[src/rtl/sdram_arbiter.sv]
// sdram_arbiter: shares the single acc/ack access port of sdram_ctrl between
// NUM_PORTS requesters. Winner is chosen by round-robin or fixed priority,
// its command is latched onto the controller port, and the controller's ack
// and read data are returned to the granted requester only.
// Also holds sdram_arbiter_chk, a simulation-only property checker that a
// bench may instantiate alongside the arbiter.

module sdram_arbiter #(
    parameter int NUM_PORTS  = 3,
    parameter int ADR_WIDTH  = 32,
    parameter int DAT_WIDTH  = 16,
    parameter int FIXED_PRIO = 0
) (
    input  logic                           sdram_clk,
    input  logic                           sdram_rst,
    input  logic [NUM_PORTS-1:0]           req_acc_i,
    input  logic [NUM_PORTS-1:0]           req_we_i,
    input  logic [NUM_PORTS*ADR_WIDTH-1:0] req_adr_i,
    input  logic [NUM_PORTS*DAT_WIDTH-1:0] req_dat_i,
    input  logic [NUM_PORTS*2-1:0]         req_sel_i,
    output logic [NUM_PORTS-1:0]           req_ack_o,
    output logic [DAT_WIDTH-1:0]           req_dat_o,
    output logic [NUM_PORTS-1:0]           grant_o,
    output logic                           busy_o,
    input  logic                           sc_idle_i,
    output logic [ADR_WIDTH-1:0]           sc_adr_o,
    output logic [DAT_WIDTH-1:0]           sc_dat_o,
    output logic [1:0]                     sc_sel_o,
    output logic                           sc_we_o,
    output logic                           sc_acc_o,
    input  logic                           sc_ack_i,
    input  logic [DAT_WIDTH-1:0]           sc_dat_i
);

    // Port index width (NUM_PORTS is 2..4) and one extra bit for wrap arithmetic.
    localparam int PW = (NUM_PORTS > 2) ? 2 : 1;
    localparam int CW = PW + 1;
    localparam logic [NUM_PORTS-1:0] ONE_P = {{(NUM_PORTS-1){1'b0}}, 1'b1};

    typedef enum logic [1:0] {
        ST_ARB      = 2'd0,
        ST_WAIT_ACK = 2'd1,
        ST_RELEASE  = 2'd2
    } state_t;

    state_t                 state_q, state_d;
    logic [PW-1:0]          ptr_q, ptr_d;
    logic [PW-1:0]          idx_q, idx_d;
    logic [NUM_PORTS-1:0]   grant_q, grant_d;
    logic [NUM_PORTS-1:0]   ack_q, ack_d;
    logic                   busy_q, busy_d;
    logic                   acc_q, acc_d;
    logic                   we_q, we_d;
    logic [ADR_WIDTH-1:0]   adr_q, adr_d;
    logic [DAT_WIDTH-1:0]   dat_q, dat_d;
    logic [1:0]             sel_q, sel_d;
    logic [DAT_WIDTH-1:0]   rdat_q, rdat_d;

    logic                   win_found_s;
    logic [PW-1:0]          win_idx_s;
    logic [CW-1:0]          cand_s;
    logic [ADR_WIDTH-1:0]   win_adr_s;
    logic [DAT_WIDTH-1:0]   win_dat_s;
    logic [1:0]             win_sel_s;
    logic                   win_we_s;

    // Winner search: from index 0 (fixed priority) or from the pointer with wrap (round-robin).
    always_comb begin
        win_found_s = 1'b0;
        win_idx_s   = '0;
        cand_s      = '0;
        for (int i = 0; i < NUM_PORTS; i++) begin
            if (FIXED_PRIO != 0) begin
                cand_s = CW'(i);
            end else begin
                cand_s = CW'(ptr_q) + CW'(i);
            end
            if (cand_s >= CW'(NUM_PORTS)) begin
                cand_s = cand_s - CW'(NUM_PORTS);
            end else begin
                cand_s = cand_s;
            end
            if (!win_found_s && req_acc_i[cand_s[PW-1:0]]) begin
                win_found_s = 1'b1;
                win_idx_s   = cand_s[PW-1:0];
            end else begin
                win_found_s = win_found_s;
            end
        end
    end

    // Mux out the winning port's command fields.
    always_comb begin
        win_adr_s = req_adr_i[win_idx_s*ADR_WIDTH +: ADR_WIDTH];
        win_dat_s = req_dat_i[win_idx_s*DAT_WIDTH +: DAT_WIDTH];
        win_sel_s = req_sel_i[win_idx_s*2 +: 2];
        win_we_s  = req_we_i[win_idx_s];
    end

    // Next-state and registered-output logic; everything holds unless a state acts.
    always_comb begin
        state_d = state_q;
        ptr_d   = ptr_q;
        idx_d   = idx_q;
        grant_d = grant_q;
        ack_d   = ack_q;
        busy_d  = busy_q;
        acc_d   = acc_q;
        we_d    = we_q;
        adr_d   = adr_q;
        dat_d   = dat_q;
        sel_d   = sel_q;
        rdat_d  = rdat_q;
        case (state_q)
            ST_ARB: begin
                if (sc_idle_i && win_found_s) begin
                    idx_d   = win_idx_s;
                    adr_d   = win_adr_s;
                    dat_d   = win_dat_s;
                    sel_d   = win_sel_s;
                    we_d    = win_we_s;
                    acc_d   = 1'b1;
                    busy_d  = 1'b1;
                    grant_d = ONE_P << win_idx_s;
                    state_d = ST_WAIT_ACK;
                end else begin
                    acc_d   = 1'b0;
                    state_d = ST_ARB;
                end
            end
            ST_WAIT_ACK: begin
                // Latched command stays on the controller port until the ack.
                if (sc_ack_i) begin
                    acc_d   = 1'b0;
                    we_d    = 1'b0;
                    rdat_d  = sc_dat_i;
                    ack_d   = ONE_P << idx_q;
                    ptr_d   = (idx_q == PW'(NUM_PORTS-1)) ? '0 : idx_q + PW'(1);
                    state_d = ST_RELEASE;
                end else begin
                    state_d = ST_WAIT_ACK;
                end
            end
            ST_RELEASE: begin
                ack_d   = '0;
                grant_d = '0;
                busy_d  = 1'b0;
                state_d = ST_ARB;
            end
            default: begin
                ack_d   = '0;
                grant_d = '0;
                busy_d  = 1'b0;
                acc_d   = 1'b0;
                we_d    = 1'b0;
                state_d = ST_ARB;
            end
        endcase
    end

    // State and output registers; reset clears everything, abandoning any access.
    always_ff @(posedge sdram_clk or posedge sdram_rst) begin
        if (sdram_rst) begin
            state_q <= ST_ARB;
            ptr_q   <= '0;
            idx_q   <= '0;
            grant_q <= '0;
            ack_q   <= '0;
            busy_q  <= 1'b0;
            acc_q   <= 1'b0;
            we_q    <= 1'b0;
            adr_q   <= '0;
            dat_q   <= '0;
            sel_q   <= 2'b00;
            rdat_q  <= '0;
        end else begin
            state_q <= state_d;
            ptr_q   <= ptr_d;
            idx_q   <= idx_d;
            grant_q <= grant_d;
            ack_q   <= ack_d;
            busy_q  <= busy_d;
            acc_q   <= acc_d;
            we_q    <= we_d;
            adr_q   <= adr_d;
            dat_q   <= dat_d;
            sel_q   <= sel_d;
            rdat_q  <= rdat_d;
        end
    end

    assign req_ack_o = ack_q;
    assign req_dat_o = rdat_q;
    assign grant_o   = grant_q;
    assign busy_o    = busy_q;
    assign sc_adr_o  = adr_q;
    assign sc_dat_o  = dat_q;
    assign sc_sel_o  = sel_q;
    assign sc_we_o   = we_q;
    assign sc_acc_o  = acc_q;

endmodule

[config.mk]
export PLATFORM = sky130hd
export DESIGN_NAME = sdram_arbiter
export DESIGN_NICKNAME = d
export VERILOG_FILES = /design/src/rtl/sdram_arbiter.sv
export SDC_FILE = /design/constraint.sdc
export NUM_CORES = 1
export LEC_CHECK = 0
export ABC_AREA = 1
export CAP_MARGIN = 15
export CORE_ASPECT_RATIO = 1.75
export CORE_UTILIZATION = 43
export DETAILED_ROUTE_END_ITERATION = 8
export PLACE_DENSITY = 0.86
export SLEW_MARGIN = 0
export SYNTH_ARGS = -nofsm -noshare
export SYNTH_HDL_FRONTEND = slang
export SYNTH_SLANG_ARGS = --single-unit
export TNS_END_PERCENT = 20
[constraint.sdc]
create_clock -name sdram_clk -period 5.83 [get_ports sdram_clk]
set_input_delay 0.8745 -clock sdram_clk [delete_from_list [all_inputs] [get_ports sdram_clk]]
set_output_delay 0.8745 -clock sdram_clk [all_outputs]
set_load 0.01 [all_outputs]
==> impl_summary.md <==
Outcome
The run finished with clean final reports.

Clock network
The clock slew at the register clock pins of the worst setup and hold paths is 60 ps. The number of buffers inserted for hold repair after clock tree synthesis is 0. The count of H-tree levels built during CTS is 3.

The clock sink total is a little over 80. In this run, post-CTS repair resized a total of 0 instances. Counting the buffers created by CTS gives 9. No sink is reached through more buffers than the 2 on the longest clock path. Post-CTS timing repair inserted 0 buffers for setup. The clock root buffer is sky130_fd_sc_hd__clkbuf_16. Clock latency on the worst-skew pair, taken at its later pin, is 330 ps. The clock tree from TritonCTS is yes.

Logic synthesis
The largest area contributor in the synthesized netlist is sky130_fd_sc_hd__dfrtp_1. The area of the mapped netlist is roughly 4800 µm². The post-synthesis instance total is about 700. The count of unique library cells instantiated by Yosys is 30. Counting instances in the post-synthesis netlist gives the leading cell types as sky130_fd_sc_hd__nand2_1, sky130_fd_sc_hd__nand3_1, sky130_fd_sc_hd__nor2_1. The register bit count reported by yosys is approximately 80.

The top cell type's share of synthesized area is about two fifths. By area the synthesized netlist is led by sky130_fd_sc_hd__dfrtp_1, sky130_fd_sc_hd__nand2_1, sky130_fd_sc_hd__nand3_1. The sequential element share of the synthesized area is between 40% and 50%. Synthesis produced a netlist with a net count of about 890.

The post-synthesis area per instance is 6.855 µm². The most common cell in the synthesized netlist is sky130_fd_sc_hd__nand2_1. The fraction of synthesis flops using an asynchronous set or reset pin is 100.0%.

The number of flops mapped to enable cells by yosys is 0. The number of synthesis warnings is 0. In the synthesized netlist the dominant register cell turns out to be sky130_fd_sc_hd__dfrtp_1.

Setup path
STA classifies the critical path startpoint as an input port. The worst setup path is of the in -> reg kind. The maximum net fanout on the critical path is 52. STA puts the critical path data required time at ~6100 ps. The worst setup path is captured at a flop. The critical path data arrival time is 3590 ps.

Finish
The area growth from synthesis to layout is 57.60%. The post-route netlist has around 4.6% of its cells at a drive strength greater than 1. The number of nets at the end of the flow is between 1000 and 1500. The number of diodes is 0.

Detailed routing
The length of the first detailed-routing pass in iterations is 4. The via total after detailed routing is 5223. Once detail routing completed, the nets flagged for antenna violations numbered 0. After detailed routing, the number of vias per cell comes to just under 5. The first routing iteration left about 300 violations. The DRC violations left is 0. The aggregate routed wire length is 15730 µm. Dividing the detail-routed wire length by the instance count gives roughly 15 µm.

Power and ir drop
The share of power burned in combinational logic is between 60% and 70%. The design internal power is ~0.0024 W. The net switching fraction of the power is ~46%. Across the VDD grid, the largest voltage drop is 0.4063 mV. The leakage power figure is about 3.7 nW. Total power for the finished layout comes to between 0.004 and 0.005 W. The share of total power dissipated in sequential elements is 22.3%. The switching power summed over all nets is approximately 0.0020 W. The clock network is responsible for between 10% and 20% of the overall power. Power spread over the standard cell area amounts to between 500 and 600 nW/µm².

GRT
Summed over all layers, the global routing overflow is 0. Global routing used between 20 and 30% of the available tracks across all layers. The number of antenna violations at the first check in global routing came to 0.

The largest net degree at the start of global routing is 85. The number of global-route vias before repair is just over 5000. The first global-routing pass estimated around 24000 µm of wire.

STA
The shortest period the worst path allows is ~3300 ps. Measured against its own limit, the worst slew margin works out to 28.28%. After layout, the worst path uses 57.18% of the clock period. Setup repair after global routing left no endpoint under its margin. The setup TNS after final layout is 0 ps. The maximum clock skew at final layout is ~6.5 ps. At the pin with the least slew margin, the transition time is approximately 1100 ps. The number of pins with negative max-slew slack in the final report is 0. The number of hold-slack violations in the final timing report is 0. The upper clock frequency limit is roughly 300 MHz.

Setup violations remaining at the end of the flow were counted as 0.

Floorplan
The die covers ~12000 µm². The floorplan row count is 50. The effective utilization at floorplan is between 40% and 50%. The vertical extent of the die is 142.3 µm.

The area of the placeable core is about 11000 µm². Measured along the x axis, the die boundary spans roughly 82 µm. Pin placement for this block handled 251 I/O pins.

Place
The weighted congestion at the end of routability-driven global placement is 0.9319. Detailed placement ended at an HPWL of 11690 µm. The count of input and output buffers is 250.

Hold path
The worst hold path belongs to the class reg -> reg.

Run
Across the run, the number of max-cap violations was 0.
## metal layers
metal | wire, µm | vias to the layer above | global-route usage (%)
li1 | - | 2631 | -
met2 | 8427 | 188 | 50.28
met4 | 607 | 0 | 12.83
met5 | 0 | - | 0
met1 | 5739 | 2367 | 27.91
met3 | 950 | 37 | 5.769
## layout make-up
class / instances / area, µm²
inverters: 66 / 249.0
clock buffers: 10 / 229.0
clock inverters: 4 / 70.07
flip-flops and latches: 81 / 2027
multi-input cells: 522 / 2357
repair buffers: 254 / 2532
well taps: 130 / 162.7
fillers: 915 / 3196
## cells in the final DEF (no fill, tap or decap), drive strengths merged
master	n
nand3	108
inv	63
nor3	1
a21boi	4
dfrtp	81
nand3b	1
clkinv	5
bufinv	2
a21oi	7
clkbuf	10
ha	4
nand2	241
or2	45
nor2	89
buf	4
clkdlybuf4s50	250
o21ai	16
nand4	4
o32ai	1
o211ai	1
## through the flow
step | hold WS (ps) | util (%) | cells | cell area [µm²] | worst slack (ps)
3_3_place_gp | 462.7 | 67.71 | 1053 | 7328 | 2258
2_1_floorplan | 469.6 | - | 706 | 4840 | 2875
6_report | 480.0 | 70.47 | 1067 | 7627 | 2496
3_5_place_dp | 467.4 | 67.71 | 1053 | 7328 | 2179
4_1_cts | 484.8 | 70.47 | 1067 | 7627 | 2524
5_1_grt | 500.2 | 70.47 | 1067 | 7627 | 2230
## worst paths after layout
path | cells after the start | startpoint | end | slack (ps)
max in group asynchronous | 3 | sdram_rst | grant_o[1]$_DFFE_PP0P_ | 3860
max | 12 | req_acc_i[2] | sc_adr_o[3]$_DFFE_PP0P_ | 2500
min reg2reg | 2 | req_dat_o[10]$_DFFE_PP0P_ | req_dat_o[10]$_DFFE_PP0P_ | 480
min | 2 | req_dat_o[10]$_DFFE_PP0P_ | req_dat_o[10]$_DFFE_PP0P_ | 480
min in group asynchronous | 2 | sdram_rst | req_dat_o[0]$_DFFE_PP0P_ | 970
max reg2reg | 13 | ptr_q[0]$_DFFE_PP0P_ | sc_adr_o[3]$_DFFE_PP0P_ | 2700
## power by group through the flow
stage          registers (W)  logic (W)  clock network, W
2_1_floorplan        0.00109    0.00175                 0
3_3_place_gp        0.000974    0.00279                 0
3_5_place_dp        0.000985    0.00284                 0
4_1_cts             0.000982    0.00285          0.000590
5_1_grt              0.00101    0.00318          0.000610
6_report            0.000981    0.00284          0.000579
## cells by family after synthesis
logic type / count (synthesis) / synth area share [%]
AND/OR/NAND/NOR: 489 / 44.00
buffers and inverters: 103 / 9.514
flip-flops: 81 / 41.88
AO/OA/AOI/OAI: 29 / 3.568
adder cells (fa/ha/maj): 4 / 1.034
## worst max-delay path, cell delays in order
cell                              delay, ps
sky130_fd_sc_hd__clkdlybuf4s50_1        510
sky130_fd_sc_hd__inv_1                   80
sky130_fd_sc_hd__o21ai_1                180
sky130_fd_sc_hd__nand2_2                140
sky130_fd_sc_hd__nand3_2                130
sky130_fd_sc_hd__nand2_1                 70
sky130_fd_sc_hd__nand2_2                710
sky130_fd_sc_hd__buf_4                  480
sky130_fd_sc_hd__nand3_1                130
sky130_fd_sc_hd__nand2_1                110
sky130_fd_sc_hd__nor2_1                  50
sky130_fd_sc_hd__nor2_1                 100
## state kept, by name, indices dropped and copies added, names as in the netlist
register and cells:
sc_we_o 1, ptr_q 2, state_q 2, idx_q 2, sc_dat_o 16, req_ack_o 3
req_dat_o 16, sc_acc_o 1, sc_sel_o 2, busy_o 1, grant_o 3, sc_adr_o 32
Power figures use the tool's default switching activity.
